==> config.mk <==
export PLATFORM = sky130hd
export DESIGN_NAME = key_bounce_gen
export DESIGN_NICKNAME = d
export VERILOG_FILES = /design/src/rtl/key_bounce_gen.sv
export SDC_FILE = /design/constraint.sdc
export NUM_CORES = 1
export LEC_CHECK = 0
export CAP_MARGIN = 20
export CORE_MARGIN = 2
export CORE_UTILIZATION = 55
export DETAILED_ROUTE_END_ITERATION = 12
export GPL_TIMING_DRIVEN = 0
export HOLD_SLACK_MARGIN = 0.06
export PLACE_DENSITY_LB_ADDON = 0.3
export SLEW_MARGIN = 0
export SYNTH_ARGS = -nofsm -noshare
export SYNTH_HDL_FRONTEND = slang
export SYNTH_SLANG_ARGS = --single-unit
==> constraint.sdc <==
create_clock -name clk -period 2.5 [get_ports clk]
set_input_delay 0.25 -clock clk [delete_from_list [all_inputs] [get_ports clk]]
set_output_delay 0.25 -clock clk [all_outputs]
set_load 0.05 [all_outputs]
==> src/rtl/key_bounce_gen.sv <==
// Emulated mechanical key: active-low line with bounce glitches around a held press.
// Define KEY_BOUNCE_LFSR_EN for pseudo-random glitch widths; otherwise every glitch is GLITCH_MAX.
module key_bounce_gen #(
  parameter int unsigned BOUNCE_CNT = 6,
  parameter int unsigned GLITCH_MAX = 255,
  parameter logic [29:0] HOLD_CYC   = 30'd1_999_999
) (
  input  logic       clk,
  input  logic       rst,
  input  logic       start,
  output logic       key,
  output logic       busy,
  output logic       done,
  output logic [7:0] press_cnt
);

  localparam int unsigned SegW    = (GLITCH_MAX > 1) ? $clog2(GLITCH_MAX) : 1;
  localparam int unsigned LastSeg = (BOUNCE_CNT > 0) ? 2 * BOUNCE_CNT - 1 : 0;
  localparam int unsigned IdxW    = (LastSeg > 0) ? $clog2(LastSeg + 1) : 1;
  localparam logic [SegW-1:0] SegMax  = SegW'(GLITCH_MAX - 1);
  localparam logic [IdxW-1:0] IdxLast = IdxW'(LastSeg);

  typedef enum logic [2:0] {
    StIdle,
    StPressBounce,
    StHold,
    StReleaseBounce,
    StDone
  } state_e;

  state_e          state_q, state_d;
  logic [SegW-1:0] seg_cnt_q, seg_cnt_d;
  logic [IdxW-1:0] seg_idx_q, seg_idx_d;
  logic [29:0]     hold_cnt_q, hold_cnt_d;
  logic            key_q, key_d;
  logic            busy_q, busy_d;
  logic            done_q, done_d;
  logic [7:0]      press_cnt_q, press_cnt_d;
  // Down-counter preload for a new segment: width minus one.
  logic [SegW-1:0] seg_load;

`ifdef KEY_BOUNCE_LFSR_EN
  logic [15:0] lfsr_q, lfsr_nxt;
  logic        seg_start;

  assign lfsr_nxt = {lfsr_q[14:0], lfsr_q[15] ^ lfsr_q[13] ^ lfsr_q[12] ^ lfsr_q[10]};
  assign seg_load = ({24'd0, lfsr_nxt[7:0]} > GLITCH_MAX - 1) ? SegMax : SegW'(lfsr_nxt[7:0]);
  assign seg_start = (state_d == StPressBounce || state_d == StReleaseBounce) &&
                     (state_d != state_q || seg_idx_d != seg_idx_q);

  always_ff @(posedge clk or posedge rst) begin
    if (rst) begin
      lfsr_q <= 16'hACE1;
    end else if (seg_start) begin
      lfsr_q <= lfsr_nxt;
    end
  end
`else
  assign seg_load = SegMax;
`endif

  always_ff @(posedge clk or posedge rst) begin
    if (rst) begin
      state_q     <= StIdle;
      seg_cnt_q   <= '0;
      seg_idx_q   <= '0;
      hold_cnt_q  <= '0;
      key_q       <= 1'b1;
      busy_q      <= 1'b0;
      done_q      <= 1'b0;
      press_cnt_q <= 8'd0;
    end else begin
      state_q     <= state_d;
      seg_cnt_q   <= seg_cnt_d;
      seg_idx_q   <= seg_idx_d;
      hold_cnt_q  <= hold_cnt_d;
      key_q       <= key_d;
      busy_q      <= busy_d;
      done_q      <= done_d;
      press_cnt_q <= press_cnt_d;
    end
  end

  always_comb begin
    state_d    = state_q;
    seg_cnt_d  = seg_cnt_q;
    seg_idx_d  = seg_idx_q;
    hold_cnt_d = hold_cnt_q;
    unique case (state_q)
      StIdle: begin
        if (start) begin
          if (BOUNCE_CNT > 0) begin
            state_d   = StPressBounce;
            seg_idx_d = '0;
            seg_cnt_d = seg_load;
          end else begin
            state_d    = StHold;
            hold_cnt_d = HOLD_CYC - 30'd1;
          end
        end
      end
      StPressBounce, StReleaseBounce: begin
        if (seg_cnt_q != '0) begin
          seg_cnt_d = seg_cnt_q - SegW'(1);
        end else if (seg_idx_q != IdxLast) begin
          seg_idx_d = seg_idx_q + IdxW'(1);
          seg_cnt_d = seg_load;
        end else if (state_q == StPressBounce) begin
          state_d    = StHold;
          hold_cnt_d = HOLD_CYC - 30'd1;
        end else begin
          state_d = StDone;
        end
      end
      StHold: begin
        if (hold_cnt_q != 30'd0) begin
          hold_cnt_d = hold_cnt_q - 30'd1;
        end else if (BOUNCE_CNT > 0) begin
          state_d   = StReleaseBounce;
          seg_idx_d = '0;
          seg_cnt_d = seg_load;
        end else begin
          state_d = StDone;
        end
      end
      StDone:  state_d = StIdle;
      default: state_d = StIdle;
    endcase
  end

  // Outputs are decoded from the next state so they line up with it once registered.
  always_comb begin
    key_d       = 1'b1;
    busy_d      = 1'b0;
    done_d      = 1'b0;
    press_cnt_d = press_cnt_q;
    unique case (state_d)
      StPressBounce: begin
        key_d  = seg_idx_d[0];
        busy_d = 1'b1;
      end
      StHold: begin
        key_d  = 1'b0;
        busy_d = 1'b1;
      end
      StReleaseBounce: begin
        key_d  = ~seg_idx_d[0];
        busy_d = 1'b1;
      end
      StDone: begin
        busy_d      = 1'b1;
        done_d      = 1'b1;
        press_cnt_d = press_cnt_q + 8'd1;
      end
      default: ;
    endcase
  end

  assign key       = key_q;
  assign busy      = busy_q;
  assign done      = done_q;
  assign press_cnt = press_cnt_q;

endmodule
==> results.sh <==
export IMPL_status="finished with violations"
export IMPL_violations="negative setup slack"
export IMPL_critical_path_required_ns=2.76
export IMPL_min_period_over_period_pct=104
export IMPL_max_slew_margin_pct=57.7
export IMPL_p_seq_share_pct=55.7
export IMPL_r2r_start="seg_cnt_q[0]"
export IMPL_p_clk_share_pct=27.7
export IMPL_synthDistinctLibCells=51
export IMPL_cts_sinks=56
export IMPL_areaGrowthSynthToFinish_pct=21.6
export IMPL_layout_drive_gt1_share_pct=18.9
export IMPL_num_antenna_cells=0
export IMPL_grt_pass1_vias=2614
export IMPL_htree_levels=2
export IMPL_switching_share_pct=31.0
export IMPL_yosysSeqAreaShare_pct=44.0
export IMPL_die_h_um=80.1
export IMPL_nFillCells=424
export IMPL_drv_cap=0
export IMPL_dr_pass1_iters=5
export IMPL_intPower_uw=1330
export IMPL_regArea_um2=1400
export IMPL_num_vias=2828
export IMPL_finalHoldViolCount=0
export IMPL_synth_flop_cell="dfrtp_1"
export IMPL_row_count=27
export IMPL_rsz0062_at_grt="yes"
export IMPL_reg2reg_slack_ns=-0.11
export IMPL_synth_edff_count=0
export IMPL_leakagePower_uw=0.00170
export IMPL_die_area_um2=6420
export IMPL_post_drt_wl_per_cell_um=17.5
export IMPL_nets=378
export IMPL_synth_async_reset_ratio_pct=100
export IMPL_critPathLaunchType="register"
export IMPL_grt_antenna_before_repair=0
export IMPL_p_per_area_nw_per_um2=498
export IMPL_postCtsHoldBufs=0
export IMPL_drtIter0Drc=264
export IMPL_setup_viol=11
export IMPL_critPathMaxFanout=6
export IMPL_final_max_slew_viol_count=0
export IMPL_dp_hpwl_um=4940
export IMPL_ant_nets=0
export IMPL_final_util_pct=69.9
export IMPL_syn_area_um2=3190
export IMPL_final_area_um2=3870
export IMPL_cp_end_kind="register"
export IMPL_start_util_pct=57.5
export IMPL_root_buffer="clkbuf_8"
export IMPL_p_comb_share_pct=16.5
export IMPL_core_area_um2=5540
export IMPL_drc=0
export IMPL_grt_pass1_wl_um=12600
export IMPL_gp_congestion=0.881
export IMPL_setup_ws_ns=-0.107
export IMPL_period_needed_ns=2.61
export IMPL_place_inst=423
export IMPL_overflow=0
export IMPL_worstSetupPathType="register to register"
export IMPL_clk_latency_ns=0.32
export IMPL_hp_class="input pin to async pin"
export IMPL_finalClockSkew_ns=0.00961
export IMPL_fin_cells=443
export IMPL_cts_tree="done"
export IMPL_synth_avg_cell_area_um2=9.45
export IMPL_clk_path_buf_depth=2
export IMPL_ys_seq_elements=56
export IMPL_fp_dieW_um=80.1
export IMPL_worst_pin_slew_ns=0.631
export IMPL_numPortBuffers=13
export IMPL_ios=14
export IMPL_reg2reg_to="hold_cnt_q[13]"
export IMPL_grt_max_degree=40
export IMPL_synth_warning_count=0
export IMPL_multi_input_area_um2=1940
export IMPL_fmax_mhz=384
export IMPL_arrival_ns=2.87
export IMPL_syn_nets=345
export IMPL_dpl_worst_slack_ns=-0.555
export IMPL_cts_buffers=5
export IMPL_power_switching_uw=598
export IMPL_fin_tns_setup_ns=-0.289
export IMPL_reg2reg_depth=7
export IMPL_grt_usage_pct=25.2
export IMPL_syn_inst=337
export IMPL_clkSlewWorstSetupHoldPaths_ns=0.11
export IMPL_routed_wl_um=7740
export IMPL_ir_worst_vdd_mv=0.549
export IMPL_placed_area_um2=3430
export IMPL_routed_via_density=6.38
-- cells in the mapped netlist, drive strengths merged, types with 2 or more instances --
library cell	n	area [um2]
nand4	4	25.0
xnor2	7	61.3
nand2b	11	68.8
inv	7	26.3
dfrtp	55	1380
nand4b	2	17.5
ha	5	62.6
nand2	31	116
clkbuf	10	37.5
nor2	32	120
nor4	10	68.8
a21oi	17	88.8
mux2i	19	190
or4b	4	51.3
nor3	13	70.1
or3	10	62.6
a2111o	3	33.8
a211oi	4	30.0
a21boi	3	22.5
o21ai	9	45.0
o211ai	5	37.5
a2111oi	5	43.8
buf	2	16.3
nand3b	3	22.5
or4	2	15.0
o311ai	2	17.5
nor2b	3	18.8
and3b	3	26.3
nor4b	2	17.5
a31oi	5	31.3
xor2	6	52.6
nand3	12	60.1
and2	12	75.1
o31ai	7	52.6
-- what timing repair did --
item	CTS	global route
setup buffers	9	4
pin swaps	8	7
gates resized for setup	43	23
setup endpoints to repair	39	35
cloned	0	0
-- power groups by stage --
stage	logic (uW)	registers (uW)	clock network, uW
after global placement	229	1060	0
after CTS	308	1070	546
after detailed placement	244	1070	0
final	319	1080	535
after floorplan	179	1060	0
after global routing	354	1080	588
-- cells by family (layout without fill, tap and decap cells) --
family / count (synthesis) / after routing / synth area share [%]
AO/OA/AOI/OAI: 68 / 68 / 14.8
XOR/XNOR: 13 / 13 / 3.57
adder cells (fa/ha/maj): 5 / 5 / 1.96
buffers and inverters: 19 / 53 / 2.51
flip-flops: 56 / 56 / 44.0
multiplexers: 20 / 20 / 6.32
AND/OR/NAND/NOR: 156 / 156 / 26.7
-- metrics by stage --
stage | hold slack (ns) | total power, uW
5_1_grt | 0.265 | 2030
3_5_place_dp | 0.484 | 1310
3_3_place_gp | 0.459 | 1290
6_report | 0.220 | 1930
2_1_floorplan | 0.455 | 1240
4_1_cts | 0.221 | 1920
-- worst max-delay path: stages (launching register included) --
cell and delay (ns):
dfrtp_1 0.42, inv_2 0.09, ha_4 0.14, or4b_4 0.47
or4b_4 0.60, or4b_4 0.54, a21o_1 0.18, a21oi_2 0.10
-- cell usage in the layout (no fill, tap or decap), types with 5 or more instances in the layout --
cell type,n
a31oi_1,5
nand2b_1,11
xor2_1,6
clkbuf_8,5
nand2_1,29
clkdlybuf4s50_1,13
nor2_1,32
o31ai_1,5
a21oi_2,5
buf_4,11
nor3_1,9
o21ai_0,7
o211ai_1,5
nand3_1,10
mux2i_1,19
and2_1,12
or3_1,10
xnor2_1,7
dfrtp_1,55
a21oi_1,11
-- per-layer routing --
layer | up-vias | part of all wire, % | GRT usage (%)
li1 | 1316 | - | -
met1 | 1378 | 44 | 34.1
met2 | 116 | 49 | 40.6
met3 | 18 | 5.2 | 3.93
met4 | 0 | 2.3 | 10.0
met5 | - | 0 | 0
-- layout make-up --
cell class / instances / area share, %
Timing Repair Buffer: 27 / 6.59
Clock inverter: 3 / 0.711
Tap cell: 72 / 2.33
Multi-Input combinational cell: 262 / 50.0
Sequential cell: 56 / 36.2
Buffer: 11 / 1.71
Inverter: 7 / 0.678
Clock buffer: 5 / 1.78
-- state kept, by name (all words and copies together), names as in the netlist --
register,flops
done,1
seg_idx_q,4
seg_cnt_q,8
press_cnt,8
state_q,3
hold_cnt_q,30
busy,1
key,1
-- worst max-delay path by stage --
| stage | to | slack (ns) | from | depth (start not counted) |
|---|---|---|---|---|
| 2_1_floorplan | hold_cnt_q[13] | -0.06 | seg_cnt_q[0] | 8 |
| 3_3_place_gp | hold_cnt_q[9] | -0.45 | seg_cnt_q[0] | 9 |
| 3_5_place_dp | hold_cnt_q[7] | -0.56 | seg_cnt_q[0] | 9 |
| 4_1_cts | hold_cnt_q[13] | -0.09 | seg_cnt_q[0] | 7 |
| 5_1_grt | hold_cnt_q[13] | -0.17 | seg_idx_q[0] | 6 |
| 6_report | hold_cnt_q[13] | -0.11 | seg_cnt_q[0] | 7 |
(Power assumes the default switching activity.)
